$ cat src/rtl/wb_regfile.sv
// ---------------------------------------------------------------------------
// wb_regfile -- writeback stage merged with the architectural register file.
//
// Selects the port-1 writeback value (memory data or ALU result), commits up
// to two register writes per posedge, serves two combinational read ports to
// decode and passes the committed writeback bundle on to the forwarding unit.
//
// Ports
//   clk, reset                  write clock, async active-high reset
//   rdst1_in / rdst1_val_in     port-1 destination / ALU result
//   data_in, memtoreg_in        memory data and port-1 value select
//   reglow_we                   port-1 write enable
//   rdst2_in / rdst2_val_in     port-2 destination / value
//   reghigh_we                  port-2 write enable
//   rs1_addr/rs1_data           read port A
//   rs2_addr/rs2_data           read port B
//   wb1_val/dst/we, wb2_*       writeback bundle to the forwarding unit
//   wr_count                    committed register-write counter (wraps)
//
// Configuration
//   WB_BYPASS_EN  when defined, read ports are write-through: a read index
//                 matching an enabled write this cycle returns the pending
//                 value (port 1 has priority). Undefined: reads return the
//                 stored array contents only.
//
// NREGS must equal 2**ADDR_W so every index decodes to a real register.
// ---------------------------------------------------------------------------

// One architectural register.
module wb_regfile_reg #(
    parameter int DATA_W = 16
) (
    input  logic              clk,
    input  logic              reset,
    input  logic              we,
    input  logic [DATA_W-1:0] d,
    output logic [DATA_W-1:0] q
);
    always_ff @(posedge clk or posedge reset) begin
        if (reset)   q <= '0;
        else if (we) q <= d;
    end
endmodule

module wb_regfile #(
    parameter int DATA_W = 16,
    parameter int ADDR_W = 3,
    parameter int NREGS  = 8
) (
    input  logic              clk,
    input  logic              reset,
    input  logic [ADDR_W-1:0] rdst1_in,
    input  logic [DATA_W-1:0] rdst1_val_in,
    input  logic [DATA_W-1:0] data_in,
    input  logic              memtoreg_in,
    input  logic              reglow_we,
    input  logic [ADDR_W-1:0] rdst2_in,
    input  logic [DATA_W-1:0] rdst2_val_in,
    input  logic              reghigh_we,
    input  logic [ADDR_W-1:0] rs1_addr,
    input  logic [ADDR_W-1:0] rs2_addr,
    output logic [DATA_W-1:0] rs1_data,
    output logic [DATA_W-1:0] rs2_data,
    output logic [DATA_W-1:0] wb1_val,
    output logic [ADDR_W-1:0] wb1_dst,
    output logic              wb1_we,
    output logic [DATA_W-1:0] wb2_val,
    output logic [ADDR_W-1:0] wb2_dst,
    output logic              wb2_we,
    output logic [15:0]       wr_count
);
    logic [NREGS-1:0][DATA_W-1:0] regs;
    logic                         we2_eff;
    logic [1:0]                   wr_inc;

    assign wb1_val = memtoreg_in ? data_in : rdst1_val_in;
    assign wb1_dst = rdst1_in;
    assign wb1_we  = reglow_we;
    assign wb2_val = rdst2_val_in;
    assign wb2_dst = rdst2_in;
    assign wb2_we  = reghigh_we;

    // Port 2 is suppressed when port 1 targets the same register: port 1
    // wins and the edge counts as a single write.
    assign we2_eff = reghigh_we & ~(reglow_we & (rdst1_in == rdst2_in));

    genvar g;
    generate
        for (g = 0; g < NREGS; g++) begin : g_reg
            localparam logic [ADDR_W-1:0] IDX = ADDR_W'(g);
            logic sel1, sel2;
            assign sel1 = reglow_we & (rdst1_in == IDX);
            assign sel2 = we2_eff   & (rdst2_in == IDX);
            wb_regfile_reg #(.DATA_W(DATA_W)) u_reg (
                .clk   (clk),
                .reset (reset),
                .we    (sel1 | sel2),
                .d     (sel1 ? wb1_val : rdst2_val_in),
                .q     (regs[g])
            );
        end
    endgenerate

    assign wr_inc = {1'b0, reglow_we} + {1'b0, we2_eff};

    always_ff @(posedge clk or posedge reset) begin
        if (reset) wr_count <= '0;
        else       wr_count <= wr_count + {14'b0, wr_inc};
    end

`ifdef WB_BYPASS_EN
    always_comb begin
        rs1_data = regs[rs1_addr];
        if (reglow_we && rdst1_in == rs1_addr)     rs1_data = wb1_val;
        else if (we2_eff && rdst2_in == rs1_addr)  rs1_data = rdst2_val_in;
    end

    always_comb begin
        rs2_data = regs[rs2_addr];
        if (reglow_we && rdst1_in == rs2_addr)     rs2_data = wb1_val;
        else if (we2_eff && rdst2_in == rs2_addr)  rs2_data = rdst2_val_in;
    end
`else
    assign rs1_data = regs[rs1_addr];
    assign rs2_data = regs[rs2_addr];
`endif

endmodule

$ cat config.mk
export PLATFORM = sky130hd
export DESIGN_NAME = wb_regfile
export DESIGN_NICKNAME = d
export VERILOG_FILES = /design/src/rtl/wb_regfile.sv
export SDC_FILE = /design/constraint.sdc
export NUM_CORES = 1
export LEC_CHECK = 0
export ABC_AREA = 1
export CAP_MARGIN = 20
export CORE_MARGIN = 5
export CORE_UTILIZATION = 46
export DETAILED_ROUTE_END_ITERATION = 10
export GPL_TIMING_DRIVEN = 0
export HOLD_SLACK_MARGIN = 0.05
export PLACE_DENSITY = 0.77
export RECOVER_POWER = 50
export SYNTH_ARGS = -nofsm -noshare
export SYNTH_HDL_FRONTEND = slang
export SYNTH_SLANG_ARGS = --single-unit
$ cat constraint.sdc
create_clock -name clk -period 5.3 [get_ports clk]
set_input_delay 0.795 -clock clk [delete_from_list [all_inputs] [get_ports clk]]
set_output_delay 0.795 -clock clk [all_outputs]
set_load 0.05 [all_outputs]
==> results_dict.tcl <==
set metrics [dict create \
    htreeDepth 4 \
    clock_latency_ps 440 \
    timing.final.ws_setup_ps 1120 \
    cp.arrival_ps 3380 \
    final_core_util 0.569 \
    fp.dieH_um 159 \
    synth_edf_count 0 \
    worst_slew_pin_slew_ps 3030 \
    critPathKind "in -> out" \
    failed_checks "max-capacitance violations, max-slew violations" \
    path_clk_slew_ps 70 \
    path_max_fanout 10 \
    cts_tree "built" \
    synth_cells 1543 \
    crit_path_start_kind "primary input" \
    post_cts_buffers 0 \
    grt_max_degree 82 \
    internal-power_uw 2480 \
    pre_cts_ws_ps 1350 \
    multi_input_area_um2 5410 \
    first_pass_iters 8 \
    maxCapViolCount 1 \
    yosysTopAreaCell "dfrtp_1" \
    leakagePower_uw 0.00578 \
    antenna_cells 0 \
    synth.distinct_cells 26 \
    rsz0062_at_grt "false" \
    hold_class "reg -> reg" \
    fill_cells 2072 \
    cp_slowest_cell "clkdlybuf4s50_1" \
    track_usage 0.318 \
    sequentialPowerShare 0.371 \
    final_cell_mix "nand2_1, o21ai_0, dfrtp_1, clkdlybuf4s50_1, nand3_1" \
    outcome "finished with violations" \
    p_per_area_nw_per_um2 340 \
    cts_buffers 17 \
    drt_first_iter_violations 1983 \
    synthArstFlopShare 1.00 \
    relSlewSlack -1.03 \
    finalMaxSlewViolations 64 \
    routed_wl_um 41900 \
    yosysWarnings 0 \
    postCtsResizedCells 0 \
    die_area_um2 25200 \
    finalSetupViolations 0 \
    seqCellArea_um2 3600 \
    worstSetupEndpointType "output pin" \
    fp.coreArea_um2 21800 \
    finalCritPeriodShare 0.788 \
    syn_area_um2 10200 \
    io_buffer_count 144 \
    clockBufferDepth 2 \
    final.setup_skew_ps 1.70 \
    drc 0 \
    switching_share 0.412 \
    cts_hold_buf 0 \
    die_x_um 159 \
    cts_root_buffer "clkbuf_16" \
    crit_required_ps 4510 \
    row_count 54 \
    clkPwrFrac 0.288 \
    routedWlPerCell_um 20.9 \
    fin_nets 1775 \
    overflow 0 \
    vias_per_cell 6.02 \
    grt_pass1_wl_um 63800 \
    avgSynthCellArea_um2 6.60 \
    hold_violations 0 \
    power.switching_uw 1740 \
    start_util 0.466 \
    clock-sinks 144 \
    place_hpwl_um 30400 \
    antenna_found_initial 0 \
    ir_drop_mv 0.239 \
    max_freq_ghz 0.239 \
    drtAntennaViolNets 0 \
    grt_pass1_vias 11400 \
    layout_min_cycle_time_ps 4180 \
    yosys-top-cells-area "dfrtp_1, nand2_1, o21ai_0" \
    cp_cell_sequence "clkbuf_1 > buf_2 > clkbuf_1 > o21ai_0 > o21ai_0 > nand2_1 > nand2_1 > clkdlybuf4s50_1" \
    ys_ff_latch 144 \
    num_vias 12100 \
    cpPeakStageDelay_ps 830 \
    final_common_cell "nand2_1" \
    syn-num-nets 1610 \
    p_comb_frac 0.341 \
    synthToLayoutAreaGrowth_pct 22.0 \
    ys_seq_area_frac 0.354 \
    io_pins 153 \
    drive_above_1_share 0.0889 \
    place.gp.congestion 1.03 \
    synth_top_area_share 0.354 \
    synth_ff_type "dfrtp_1" \
]
==> area by class of cell <==
| cell class | instances | share of cell area |
|---|---|---|
| Timing Repair Buffer | 146 | 0.119 |
| Clock buffer | 17 | 0.0343 |
| Tap cell | 280 | 0.0282 |
| Buffer | 125 | 0.0533 |
| Clock inverter | 15 | 0.0122 |
| Inverter | 90 | 0.0273 |
| Multi-Input combinational cell | 1184 | 0.436 |
| Sequential cell | 144 | 0.290 |
==> registers in the layout, indices dropped and copies added (netlist names) <==
register and cells:
g.u_reg.q 128, wr_count 16
==> worst max-delay path: cells and delay by family <==
| family | cells | cell delay, ps |
|---|---|---|
| AO/OA/AOI/OAI | 2 | 300 |
| buffers and inverters | 4 | 2060 |
| AND/OR/NAND/NOR | 2 | 230 |
==> stage by stage <==
step,TNS [ps],area (um^2),hold WS [ps],total power (uW),cells
3_5_place_dp,0,12000,463,2990,1968
5_1_grt,0,12400,505,4390,2001
2_1_floorplan,0,10200,476,2450,1543
6_report,0,12400,485,4220,2001
4_1_cts,0,12600,478,4180,2000
3_3_place_gp,-217930,12000,461,2950,1967
==> cells by family after synthesis <==
group | Yosys count | synth area share
flops | 144 | 0.354
buf+inv | 215 | 0.102
xor+xnor | 14 | 0.0120
fa+ha+maj | 2 | 0.00320
compound gates | 400 | 0.202
simple gates | 768 | 0.327
==> power by group through the flow <==
stage	Combinational, uW	Sequential, uW	Clock [uW]
after floorplan	853	1600	0
after global placement	1390	1560	0
after detailed placement	1420	1570	0
after CTS	1430	1550	1200
after global routing	1550	1590	1250
final	1440	1560	1210
==> metal layers <==
metal / up-vias / GRT usage / wire length, um / share of wire
li1: 5367 / - / - / -
met1: 5578 / 0.430 / 16500 / 0.39
met2: 922 / 0.476 / 17600 / 0.42
met3: 188 / 0.0827 / 5460 / 0.13
met4: 0 / 0.151 / 2280 / 0.054
met5: - / 0.00568 / 0 / 0
==> Yosys cell counts, types with 9 or more instances <==
library cell and count:
buf_2 22, nor2_1 82, dfrtp_1 144, nand2_2 30
o21ai_2 14, nand2_1 492, buf_4 32, a21oi_1 64
inv_1 79, nand2_4 9, o21ai_0 317, nor3_1 10
inv_2 11, clkbuf_1 59, nand3_1 132
==> final timing paths <==
check	startpoint	to	slack, ps	depth (start not counted)
max	rs2_addr[0]	rs2_data[12]	1120	8
min	wr_count[15]	wr_count[15]	480	1
max reg2reg	wr_count[0]	wr_count[12]	3380	9
min reg2reg	wr_count[15]	wr_count[15]	480	1
max in group asynchronous	reset	g_reg[6].u_reg.q[4]	2250	2
min in group asynchronous	reset	wr_count[8]	1670	2
(Power assumes the default switching activity.)
